File: src/rtl/poly_sequencer_if.sv
// Control bundle between the polynomial sequencer and its datapath.
// Carries the operand strobe plus all load, mux and status lines.
interface poly_sequencer_if;
    logic       go;
    logic       ld_a;
    logic       ld_b;
    logic       ld_c;
    logic       ld_x;
    logic       ld_r;
    logic       ld_alu_out;
    logic [1:0] alu_select_a;
    logic [1:0] alu_select_b;
    logic       alu_op;
    logic       busy;
    logic       done;

    modport master (
        output go,
        input  ld_a, ld_b, ld_c, ld_x, ld_r, ld_alu_out,
        input  alu_select_a, alu_select_b, alu_op, busy, done
    );

    modport slave (
        input  go,
        output ld_a, ld_b, ld_c, ld_x, ld_r, ld_alu_out,
        output alu_select_a, alu_select_b, alu_op, busy, done
    );
endinterface

File: src/rtl/poly_sequencer.sv
// Moore FSM sequencing the shared ALU datapath for R = A*X^2 + B*X + C.
// Collects four operands via go press/release, then runs five ALU steps.
module poly_sequencer (
    input  logic            i_clk,
    input  logic            i_reset,
    poly_sequencer_if.slave bus
);
    typedef enum logic [3:0] {
        S_LOAD_A      = 4'd0,
        S_LOAD_A_WAIT = 4'd1,
        S_LOAD_B      = 4'd2,
        S_LOAD_B_WAIT = 4'd3,
        S_LOAD_C      = 4'd4,
        S_LOAD_C_WAIT = 4'd5,
        S_LOAD_X      = 4'd6,
        S_LOAD_X_WAIT = 4'd7,
        S_MUL0        = 4'd8,
        S_MUL1        = 4'd9,
        S_MUL2        = 4'd10,
        S_SUM1        = 4'd11,
        S_SUM2        = 4'd12,
        S_DONE        = 4'd13
    } state_t;

    localparam logic [1:0] SEL_A = 2'd0;
    localparam logic [1:0] SEL_B = 2'd1;
    localparam logic [1:0] SEL_C = 2'd2;
    localparam logic [1:0] SEL_X = 2'd3;

    state_t r_state;
    state_t w_next;

    always_ff @(posedge i_clk) begin
        if (i_reset) r_state <= S_LOAD_A;
        else         r_state <= w_next;
    end

    always_comb begin
        w_next           = S_LOAD_A;
        bus.ld_a         = 1'b0;
        bus.ld_b         = 1'b0;
        bus.ld_c         = 1'b0;
        bus.ld_x         = 1'b0;
        bus.ld_r         = 1'b0;
        bus.ld_alu_out   = 1'b0;
        bus.alu_select_a = SEL_A;
        bus.alu_select_b = SEL_A;
        bus.alu_op       = 1'b0;
        bus.busy         = 1'b0;
        bus.done         = 1'b0;
        case (r_state)
            S_LOAD_A: begin
                bus.ld_a = 1'b1;
                w_next   = bus.go ? S_LOAD_A_WAIT : S_LOAD_A;
            end
            S_LOAD_A_WAIT: w_next = bus.go ? S_LOAD_A_WAIT : S_LOAD_B;
            S_LOAD_B: begin
                bus.ld_b = 1'b1;
                w_next   = bus.go ? S_LOAD_B_WAIT : S_LOAD_B;
            end
            S_LOAD_B_WAIT: w_next = bus.go ? S_LOAD_B_WAIT : S_LOAD_C;
            S_LOAD_C: begin
                bus.ld_c = 1'b1;
                w_next   = bus.go ? S_LOAD_C_WAIT : S_LOAD_C;
            end
            S_LOAD_C_WAIT: w_next = bus.go ? S_LOAD_C_WAIT : S_LOAD_X;
            S_LOAD_X: begin
                bus.ld_x = 1'b1;
                w_next   = bus.go ? S_LOAD_X_WAIT : S_LOAD_X;
            end
            S_LOAD_X_WAIT: w_next = bus.go ? S_LOAD_X_WAIT : S_MUL0;
            // A*X twice builds A*X^2 in place
            S_MUL0, S_MUL1: begin
                bus.ld_a         = 1'b1;
                bus.ld_alu_out   = 1'b1;
                bus.alu_select_a = SEL_A;
                bus.alu_select_b = SEL_X;
                bus.alu_op       = 1'b1;
                bus.busy         = 1'b1;
                w_next           = (r_state == S_MUL0) ? S_MUL1 : S_MUL2;
            end
            S_MUL2: begin
                bus.ld_b         = 1'b1;
                bus.ld_alu_out   = 1'b1;
                bus.alu_select_a = SEL_B;
                bus.alu_select_b = SEL_X;
                bus.alu_op       = 1'b1;
                bus.busy         = 1'b1;
                w_next           = S_SUM1;
            end
            S_SUM1: begin
                bus.ld_a         = 1'b1;
                bus.ld_alu_out   = 1'b1;
                bus.alu_select_a = SEL_A;
                bus.alu_select_b = SEL_B;
                bus.busy         = 1'b1;
                w_next           = S_SUM2;
            end
            S_SUM2: begin
                bus.ld_r         = 1'b1;
                bus.alu_select_a = SEL_A;
                bus.alu_select_b = SEL_C;
                bus.busy         = 1'b1;
                w_next           = S_DONE;
            end
            S_DONE: begin
                bus.done = 1'b1;
                w_next   = S_LOAD_A;
            end
            default: w_next = S_LOAD_A;
        endcase
    end
endmodule

File: src/flat_wrapper.sv
// flat-port wrapper written by rule: the top's interface ports become plain ports
module poly_sequencer_flat 
  (i_clk, i_reset, bus_go, bus_ld_a, bus_ld_b, bus_ld_c, bus_ld_x, bus_ld_r, bus_ld_alu_out, bus_alu_select_a, bus_alu_select_b, bus_alu_op, bus_busy, bus_done);
  poly_sequencer_if bus_i ();
  input  logic i_clk;
  input  logic i_reset;
  input wire logic [$bits(bus_i.go)-1:0] bus_go;
  output wire logic [$bits(bus_i.ld_a)-1:0] bus_ld_a;
  output wire logic [$bits(bus_i.ld_b)-1:0] bus_ld_b;
  output wire logic [$bits(bus_i.ld_c)-1:0] bus_ld_c;
  output wire logic [$bits(bus_i.ld_x)-1:0] bus_ld_x;
  output wire logic [$bits(bus_i.ld_r)-1:0] bus_ld_r;
  output wire logic [$bits(bus_i.ld_alu_out)-1:0] bus_ld_alu_out;
  output wire logic [$bits(bus_i.alu_select_a)-1:0] bus_alu_select_a;
  output wire logic [$bits(bus_i.alu_select_b)-1:0] bus_alu_select_b;
  output wire logic [$bits(bus_i.alu_op)-1:0] bus_alu_op;
  output wire logic [$bits(bus_i.busy)-1:0] bus_busy;
  output wire logic [$bits(bus_i.done)-1:0] bus_done;
  assign bus_i.go = bus_go;
  assign bus_ld_a = bus_i.ld_a;
  assign bus_ld_b = bus_i.ld_b;
  assign bus_ld_c = bus_i.ld_c;
  assign bus_ld_x = bus_i.ld_x;
  assign bus_ld_r = bus_i.ld_r;
  assign bus_ld_alu_out = bus_i.ld_alu_out;
  assign bus_alu_select_a = bus_i.alu_select_a;
  assign bus_alu_select_b = bus_i.alu_select_b;
  assign bus_alu_op = bus_i.alu_op;
  assign bus_busy = bus_i.busy;
  assign bus_done = bus_i.done;
  poly_sequencer u_core (.i_clk(i_clk), .i_reset(i_reset), .bus(bus_i));
endmodule
File: config.mk
export PLATFORM = sky130hd
export DESIGN_NAME = poly_sequencer_flat
export DESIGN_NICKNAME = d
export VERILOG_FILES = /design/src/rtl/poly_sequencer_if.sv /design/src/rtl/poly_sequencer.sv /design/src/flat_wrapper.sv
export SDC_FILE = /design/constraint.sdc
export NUM_CORES = 1
export LEC_CHECK = 0
export ABC_AREA = 1
export CORE_AREA = 2 2 39 41
export CTS_CLUSTER_SIZE = 30
export DETAILED_ROUTE_END_ITERATION = 10
export DIE_AREA = 0 0 41 43
export GPL_ROUTABILITY_DRIVEN = 0
export PLACE_DENSITY = 0.63
export SLEW_MARGIN = 25
export SYNTH_ARGS = -nofsm -noshare
export SYNTH_HDL_FRONTEND = slang
export SYNTH_SLANG_ARGS = --single-unit
File: constraint.sdc
create_clock -name i_clk -period 1.85 [get_ports i_clk]
set_clock_uncertainty 0.05 [all_clocks]
set_input_delay 0.555 -clock i_clk [delete_from_list [all_inputs] [get_ports i_clk]]
set_output_delay 0.555 -clock i_clk [all_outputs]
set_load 0.01 [all_outputs]
==> results of run 1 <==
critical path: cells and delay by family, from the launching register on:
family	cells	cell delay [ns]
buffers and inverters	2	0.41
flip-flops	1	0.34
AND/OR/NAND/NOR	1	0.20
report_power, final:
part / internal (mW) / switching (mW) / total [mW]
clock network: 0.0723 / 0.0323 / 0.105
registers: 0.0879 / 0.00556 / 0.0935
logic: 0.0206 / 0.0206 / 0.0413
total: 0.181 / 0.0585 / 0.239
cells in the final DEF, fill, tap and decap left out, drive strengths merged:
cell type      synthesis  routed
a211oi                 2       2
a21oi                  2       2
a31oi                  1       1
buf                    2      12
clkbuf                 0       7
clkdlybuf4s15          0       3
clkdlybuf4s50          0       2
conb                   1       1
dfxtp                  4       4
dlygate4sd2            0       5
inv                   12      12
nand2                  9       9
nand3                  3       3
nor2                  11      11
nor3                   4       4
o21ai                  4       4
how the worst max path moves through the flow:
stage,startpoint,end,cells past startpoint
floorplan,u_core.r_state[0]$_SDFF_PP0_,bus_alu_select_b[1],4
global placement,u_core.r_state[0]$_SDFF_PP0_,bus_done,3
detailed placement,u_core.r_state[0]$_SDFF_PP0_,bus_done,3
CTS,u_core.r_state[1]$_SDFF_PP0_,bus_done,3
global route,u_core.r_state[0]$_SDFF_PP0_,bus_ld_x,3
finish,u_core.r_state[1]$_SDFF_PP0_,bus_done,3
layout make-up:
type | count | area [µm²] | share of cell area
Timing Repair Buffer | 26 | 204 | 0.357
Sequential cell | 4 | 90.1 | 0.158
Tap cell | 16 | 20.0 | 0.0350
Inverter | 12 | 45.0 | 0.0788
Multi-Input combinational cell | 37 | 190 | 0.333
Clock buffer | 3 | 22.5 | 0.0394
cell families after synthesis:
kind of cell,synth area share
AND/OR/NAND/NOR,0.376
buffers and inverters,0.200
AO/OA/AOI/OAI,0.161
flip-flops,0.251
other,0.0118
routing by layer:
layer | wire [µm] | share of wire | vias up
met4 | 0 | 0 | 0
met2 | 447 | 0.52 | 7
met5 | 0 | 0 | -
met3 | 32 | 0.037 | 0
li1 | - | - | 226
met1 | 377 | 0.44 | 179
metrics by stage:
step | power [mW] | setup slack (ns) | hold slack (ns) | std cells | TNS, ns
2_1_floorplan | 0.117 | 0.405 | 0.497 | 55 | 0
3_3_place_gp | 0.139 | -0.153 | 0.548 | 95 | -0.411
3_5_place_dp | 0.139 | -0.127 | 0.545 | 95 | -0.419
4_1_cts | 0.248 | 0.00113 | 0.513 | 98 | 0
5_1_grt | 0.259 | 0.00126 | 0.552 | 98 | 0
6_report | 0.239 | 0.0651 | 0.514 | 98 | 0
==> results.txt, run 1 <==
Area growth from synthesis to layout: 79.2%
Internal reg-to-reg setup slack: 0.70 ns
Min Tclk post-route: 1.78 ns
Hold_sp: u_core.r_state[3]$_SDFF_PP0_
Worst reg2reg endpoint: u_core.r_state[0]$_SDFF_PP0_
Met1 usage: 0.155
Number of detailed-route iterations in the first pass: 2
Post-CTS Hold Buffers: 0
Reg2reg path depth: 8
Reg with most FFs: u_core.r_state
ANT cells: 0
Clk slew on worst S/H paths: 0.04 ns
R2R Path Start: u_core.r_state[2]$_SDFF_PP0_
Yosys warns: 0
Synth Flop Type: dfxtp_1
Global routing usage on met3: 0.0314
Worst endpoint required time: 1.24 ns
Critical setup path kind: register to output port
Via count: 412
Crit path launch type: register
Synthesized area per cell: 5.80 µm²
Fill cells: 167
Post-synth ARST share: 0
Horiz. Die Dim: 41 µm
Clock Sinks: 4
Initial Util: 0.231
Depth of the worst hold-timing path: 2
Pwr dens: 419 nW/µm²
Synth cell types: 16
Status: finished, final reports clean
TritonCTS Buffers: 3
Vert. Die Dim: 43 µm
Peak supply drop: 234 µV
RSZ-0062 raised after global routing: no
CTS tree: done
Die area: 1760 µm²
Max Cap Violations: 0
Max reg flops: 4
Leakage: 0.326 nW
Max Root-Sink Buffers: 2
Via-to-Cell Ratio: 4.20
CP arrival: 1.18 ns
CTS Root Cell: clkbuf_4
Hold endpoint: u_core.r_state[0]$_SDFF_PP0_
CP endpoint kind: output port
Design area: 572 µm²
Port bufs: 14
Largest regs: u_core.r_state: 4 flops
# DRC: 0
Crit share post-route: 0.965
Wire per inst: 8.74 µm
Post_cts resized: 18
Max frequency: 560 MHz
Post-synth EDFFs: 0
Final WL: 857 µm
GR Util met2: 0.178
Most frequent cell after synthesis: inv_1
CTS H-tree depth: 1
Fin nets: 87
Setup bufs post-CTS: 0
Busiest grt layer: met2
DP Area: 551 µm²
CP max stage delay: 0.34 ns
Core Util, Final: 0.413
Synth top area share: 0.251
Initial antenna violation count: 0
Core Rows: 14
CP max FO: 5
CP cell instances: buf_4, nor3_2, clkdlybuf4s15_1
Area of the core: 1380 µm²
GRT Overall Usage: 0.127
Slew Viols, Final: 0
Post-DP HPWL: 675 µm
HP Class: register to register
Grt ovf: 0
Sequential share of the synthesized area: 0.251
Post-synth top cells: inv_1, nor2_1, nand2_1
Skew-Pair Late Insertion Delay: 0.23 ns
Antenna viol nets, final: 0
Syn Inst Count: 55
Global-route wire length before repair: 1460 µm
Main area contributors after synthesis: dfxtp_1, inv_1, nor2_1
Yosys reg bits: 4
Finish-stage setup viols: 0
Total nets after synthesis: 58
Io pins: 16
Hold Vio Cnt, Final: 0
Slowest-stage cell, CP: dfxtp_2
DRT iter0 DRCs: 3
Mapped Area: 319 µm²
Largest net degree at the start of global routing: 8
Cell taking the most area after synthesis: dfxtp_1
Vias in the first global route: 371
Layout cell share with drive strength beyond 1: 0.354
Power figures use the tool's default switching activity.
==> run 2: changes to the inputs <==
CTS_BUF_LIST = sky130_fd_sc_hd__clkbuf_2   (was default)
GPL_TIMING_DRIVEN = 0   (was default)
==> run 2 against run 1 <==
Net effect: critical path depth rose by 2; register-to-register slack improved by 0.06 ns; clock-buffer cell count unchanged; non-clock buffer count shrank 10; clock power fell by 28%; highest routed layer unchanged; global-route usage decreased by 3.8 points; critical path type unchanged; wire length down 19%; sequential power shrank 2%; fmax increased by 0.22%; final area down 15%.
==> results.txt, run 2 (synthesized netlist as in run 1, its figures left out) <==
Status: finished, final reports clean
Via-to-Cell Ratio: 4.14 (-1.6%)
CP arrival: 1.18 ns (about the same)
Post-route insts no fill: 88 (-10%)
Most common cell after layout, fill and taps aside: inv_1
Dpl cells: 85 (-11%)
CP max stage delay: 0.30 ns (-0.04 ns)
Internal reg-to-reg setup slack: 0.76 ns (+0.06 ns)
DRT iter0 DRCs: 4 (+1)
Vert. Die Dim: 43 µm (unchanged)
Worst endpoint required time: 1.24 ns (about the same)
Via count: 364 (-12%)
Hold endpoint: u_core.r_state[0]$_SDFF_PP0_
Global-route wire length before repair: 1060 µm (-27%)
CTS Root Cell: clkbuf_2
Port bufs: 14 (unchanged)
Antenna viol nets, final: 0 (unchanged)
Multi-input gate area: 178 µm² (-6.6%)
Critical Path Start: u_core.r_state[0]$_SDFF_PP0_
Hold WS: 0.513 ns (-0.000937 ns)
Vias in the first global route: 321 (-13%)
Initial antenna violation count: 0 (unchanged)
Pwr dens: 419 nW/µm² (+0.15%)
Largest net degree at the start of global routing: 10 (+2)
Leakage: 0.288 nW (-12%)
Post-DP HPWL: 558 µm (-17%)
Max reg flops: 4 (unchanged)
RSZ-0062 raised after global routing: yes
Min Tclk post-route: 1.78 ns (-0.00394 ns)
Register Area: 86.3 µm² (-4.2%)
Grt ovf: 0 (unchanged)
Core Rows: 14 (unchanged)
Crit share post-route: 0.963 (-0.00213)
R2R Path Start: u_core.r_state[0]$_SDFF_PP0_
Worst reg2reg endpoint: u_core.r_state[1]$_SDFF_PP0_
CTS tree: done
HP Class: register to register
Largest regs: u_core.r_state: 4 flops
Wire per inst: 7.86 µm (-10%)
Hold_sp: u_core.r_state[3]$_SDFF_PP0_
DP Area: 479 µm² (-13%)
# DRC: 0 (unchanged)
CP max FO: 9 (+4)
TritonCTS Buffers: 3 (unchanged)
Design area: 488 µm² (-15%)
Depth of the worst hold-timing path: 2 (unchanged)
Max Root-Sink Buffers: 2 (unchanged)
Crit path buf inv count: 2 (unchanged)
Horiz. Die Dim: 41 µm (unchanged)
Most frequent cells in the layout: inv_1, nor2_1, dlygate4sd2_1, nand2_1
Clock Sinks: 4 (unchanged)
Skew-Pair Late Insertion Delay: 0.20 ns (-0.03 ns)
Layout cell share with drive strength beyond 1: 0.194 (-0.159)
Hold Vio Cnt, Final: 0 (unchanged)
Fill cells: 164 (-1.8%)
Max frequency: 561 MHz (+0.22%)
Worst setup margin: 0.0690 ns (+0.00394 ns)
Area of the core: 1380 µm² (unchanged)
Pre-CTS setup slack: -0.0712 ns (+0.0556 ns)
Reg2reg path depth: 7 (-1)
CP cell instances: buf_6, nor2_2, nand2_1, o21ai_1, clkdlybuf4s15_2
Fin nets: 77 (-11%)
Area growth from synthesis to layout: 52.9%
Die area: 1760 µm² (unchanged)
Number of detailed-route iterations in the first pass: 2 (unchanged)
Largest delay contributor family on the critical path: buffers and inverters
Final WL: 692 µm (-19%)
Slew Viols, Final: 0 (unchanged)
Critical setup path kind: register to output port
GRT Overall Usage: 0.0884 (-0.0383)
Io pins: 16 (unchanged)
Setup Total Neg Slack: 0 ns (unchanged)
CP endpoint kind: output port
Initial Util: 0.231 (unchanged)
CTS H-tree depth: 1 (unchanged)
ANT cells: 0 (unchanged)
Crit path launch type: register
Slowest-stage cell, CP: dfxtp_1
Peak supply drop: 234 µV (+0.13%)
Clk slew on worst S/H paths: 0.04 ns (about the same)
Finish-stage setup viols: 0 (unchanged)
Reg with most FFs: u_core.r_state
Max Cap Violations: 0 (unchanged)
run 2: cell types whose count changed in the layout (fill, tap and decap cells not counted), sizes merged:
cell,change
buf,-10
dlygate4sd2,+4
clkdlybuf4s15,-1
clkbuf,-3
run 2: through the flow:
step                       util  power [mW]
after floorplan               -       0.117
after global placement    0.346       0.132
after detailed placement  0.346       0.132
after CTS                 0.353       0.210
after global routing      0.353       0.217
final                     0.353       0.205
run 2: area by class of cell:
cell class              count  share of cell area
multi-input cells          37               0.364
well taps                  16              0.0410
plain buffers               2              0.0385
inverters                  12              0.0923
flip-flops and latches      4               0.177
repair buffers             14               0.256
clock buffers               3              0.0308
run 2: tightest hold or removal path, stage by stage, from the launching register on:
cell and delay, ns:
dfxtp_2 0.34, a21oi_1 0.13, nor2_1 0.04
run 2: worst max path at each step:
stage | endpoint | slack, ns | cells past startpoint
after floorplan | bus_alu_select_b[1] | 0.40 | 4
after global placement | bus_alu_select_b[1] | -0.06 | 5
after detailed placement | bus_alu_select_b[1] | -0.07 | 5
after CTS | bus_alu_select_a[0] | 0.009 | 6
after global routing | bus_alu_select_a[0] | -0.01 | 6
final | bus_alu_select_b[1] | 0.07 | 5
run 2: power by group:
part | total (mW) | internal [mW] | switching (mW)
clock | 0.0755 | 0.0435 | 0.0320
combinational | 0.0370 | 0.0168 | 0.0202
sequential | 0.0920 | 0.0890 | 0.00303
total | 0.205 | 0.149 | 0.0552
run 2: what timing repair did:
action                     CTS  global route
setup buffers                0             0
setup endpoints to repair   12             6
cloned                       0             0
hold buffers                 0             0
resized for setup           18             5
run 2: metal layers:
| metal | GRT usage | part of all wire | up-vias |
|---|---|---|---|
| met5 | 0 | 0 | - |
| met2 | 0.122 | 0.52 | 7 |
| met1 | 0.103 | 0.42 | 153 |
| met4 | 0.0933 | 0 | 0 |
| li1 | - | - | 204 |
| met3 | 0.0157 | 0.055 | 0 |
==> run 3: changes to the inputs <==
==> constraint.sdc (replaced) <==
create_clock -name i_clk -period 1.85 [get_ports i_clk]
set_clock_uncertainty 0.05 [all_clocks]
set_input_delay 0.2775 -clock i_clk [delete_from_list [all_inputs] [get_ports i_clk]]
set_output_delay 0.2775 -clock i_clk [all_outputs]
set_load 0.01 [all_outputs]
==> run 3 against run 2 <==
Net effect: clock-buffer cell count unchanged; die area unchanged; utilization grew 0.99 points; fmax is essentially flat; final cell count did not move; clock power about the same; power grew 1.0%; via count decreased by 1.4%; non-clock buffer count did not move; largest cell class unchanged; highest routed layer unchanged.
==> results.txt, run 3 (synthesized netlist as in run 1, its figures left out) <==
Final WL: 696 µm (+0.58%)
Fin nets: 77 (unchanged)
Min Tclk post-route: 1.78 ns (+0.00123 ns)
Skew-Pair Late Insertion Delay: 0.20 ns (about the same)
Worst reg2reg endpoint: u_core.r_state[1]$_SDFF_PP0_
Die area: 1760 µm² (unchanged)
Global-route wire length before repair: 1040 µm (-1.3%)
Largest regs: u_core.r_state: 4 flops
Grt ovf: 0 (unchanged)
CTS Root Cell: clkbuf_2
CP arrival: 1.45 ns (+0.27 ns)
Clk slew on worst S/H paths: 0.04 ns (about the same)
Setup crit end: bus_ld_r
Hold Vio Cnt, Final: 0 (unchanged)
Post-CTS Hold Buffers: 0 (unchanged)
Port bufs: 14 (unchanged)
# DRC: 0 (unchanged)
Most frequent cells in the layout: inv_1, nor2_1, clkdlybuf4s50_1, nand2_1
Initial Util: 0.231 (unchanged)
Most common cell after layout, fill and taps aside: inv_1
Reg2reg path depth: 7 (unchanged)
Critical setup path kind: register to output port
Number of detailed-route iterations in the first pass: 1 (-1)
Wire per inst: 7.91 µm (+0.58%)
R2R Path Start: u_core.r_state[2]$_SDFF_PP0_
Max Cap Violations: 0 (unchanged)
Hold WS: 0.514 ns (+0.000986 ns)
Slew Viols, Final: 0 (unchanged)
Via-to-Cell Ratio: 4.08 (-1.4%)
HP Class: register to register
Post-DP HPWL: 558 µm (unchanged)
Setup bufs post-CTS: 0 (unchanged)
Fill cells: 159 (-3.0%)
TritonCTS Buffers: 3 (unchanged)
Finish-stage setup viols: 0 (unchanged)
Crit share post-route: 0.963 (about the same)
Met3 WL: 38 µm (unchanged)
Core Rows: 14 (unchanged)
Met2 wire length: 358 µm (-1.1%)
Max frequency: 561 MHz (about the same)
Via count: 359 (-1.4%)
Status: finished, final reports clean
Pwr dens: 412 nW/µm² (-1.8%)
ANT cells: 0 (unchanged)
Max Root-Sink Buffers: 2 (unchanged)
Largest net degree at the start of global routing: 10 (unchanged)
DP Area: 479 µm² (unchanged)
Peak supply drop: 242 µV (+3.2%)
Max reg flops: 4 (unchanged)
CTS tree: done
Leakage: 0.311 nW (+8.0%)
Layout cell share with drive strength beyond 1: 0.139 (-0.0556)
Initial antenna violation count: 0 (unchanged)
Overall Power: 0.207 mW (+1.0%)
GRT Overall Usage: 0.0873 (-0.00100)
Worst endpoint required time: 1.52 ns (+0.28 ns)
Io pins: 16 (unchanged)
Antenna viol nets, final: 0 (unchanged)
Vias in the first global route: 303 (-5.6%)
CP max FO: 9 (unchanged)
Design area: 502 µm² (+2.8%)
Vert. Die Dim: 43 µm (unchanged)
Internal reg-to-reg setup slack: 0.71 ns (-0.05 ns)
CTS H-tree depth: 1 (unchanged)
Clock Sinks: 4 (unchanged)
Crit path launch type: register
Horiz. Die Dim: 41 µm (unchanged)
Area growth from synthesis to layout: 57.3%
Top Layer Used: met3
Critical Path Start: u_core.r_state[0]$_SDFF_PP0_
Reg with most FFs: u_core.r_state
CP endpoint kind: output port
DRT iter0 DRCs: 0 (-4)
DRT met1 WL: 299 µm (+2.7%)
Area of the core: 1380 µm² (unchanged)
-- run 3: cell types whose count changed in the layout (fill, tap and decap cells not counted), sizes merged --
cell and change:
dlygate4sd2 -7, clkdlybuf4s50 +7, clkdlybuf4s15 -2, clkbuf -1, dlymetal6s2s +3
-- run 3: timing repair --
action,4_1_cts,5_1_grt
endpoints found under the setup margin,2,6
gates resized for setup,2,5
pin swaps,0,0
cloned,0,0
-- run 3: worst min-delay path by stage --
stage	slack, ns	from	depth (start not counted)	endpoint
finish	0.51	u_core.r_state[3]$_SDFF_PP0_	2	u_core.r_state[0]$_SDFF_PP0_
global route	0.55	u_core.r_state[3]$_SDFF_PP0_	2	u_core.r_state[0]$_SDFF_PP0_
CTS	0.55	u_core.r_state[3]$_SDFF_PP0_	2	u_core.r_state[0]$_SDFF_PP0_
detailed placement	0.54	u_core.r_state[3]$_SDFF_PP0_	2	u_core.r_state[0]$_SDFF_PP0_
global placement	0.56	u_core.r_state[3]$_SDFF_PP0_	2	u_core.r_state[0]$_SDFF_PP0_
floorplan	0.30	i_reset	1	u_core.r_state[2]$_SDFF_PP0_
-- run 3: layer usage --
metal	track usage	vias to the layer above
li1	-	204
met1	0.103	148
met2	0.125	7
met3	0.0157	0
met4	0.0800	0
met5	0	-
-- run 3: cell type report --
type                            count  area, µm²  area share
Multi-Input combinational cell     37        175       0.349
Buffer                              2       18.8      0.0374
Sequential cell                     4       82.6       0.165
Clock buffer                        3       15.0      0.0299
Tap cell                           16       20.0      0.0399
Inverter                           12       45.0      0.0898
Timing Repair Buffer               14        145       0.289
-- run 3: per-stage QoR --
step / std cells / utilization / TNS, ns / worst slack (ns)
6_report: 88 / 0.363 / 0 / 0.0678
5_1_grt: 88 / 0.363 / -0.0121 / -0.0121
4_1_cts: 88 / 0.355 / 0 / 0.00139
3_5_place_dp: 85 / 0.346 / 0 / 0.206
3_3_place_gp: 85 / 0.346 / 0 / 0.213
2_1_floorplan: 55 / - / 0 / 0.682
-- run 3: critical path, stage by stage, from the launching register on --
cell and delay (ns):
dfxtp_1 0.30, buf_6 0.13, nor2_1 0.13, nand2_1 0.11, inv_1 0.06, clkdlybuf4s50_1 0.52
-- run 3: power breakdown --
group	internal, mW	switching (mW)
sequential	0.0897	0.00278
clock	0.0435	0.0320
combinational	0.0187	0.0200
total	0.152	0.0547
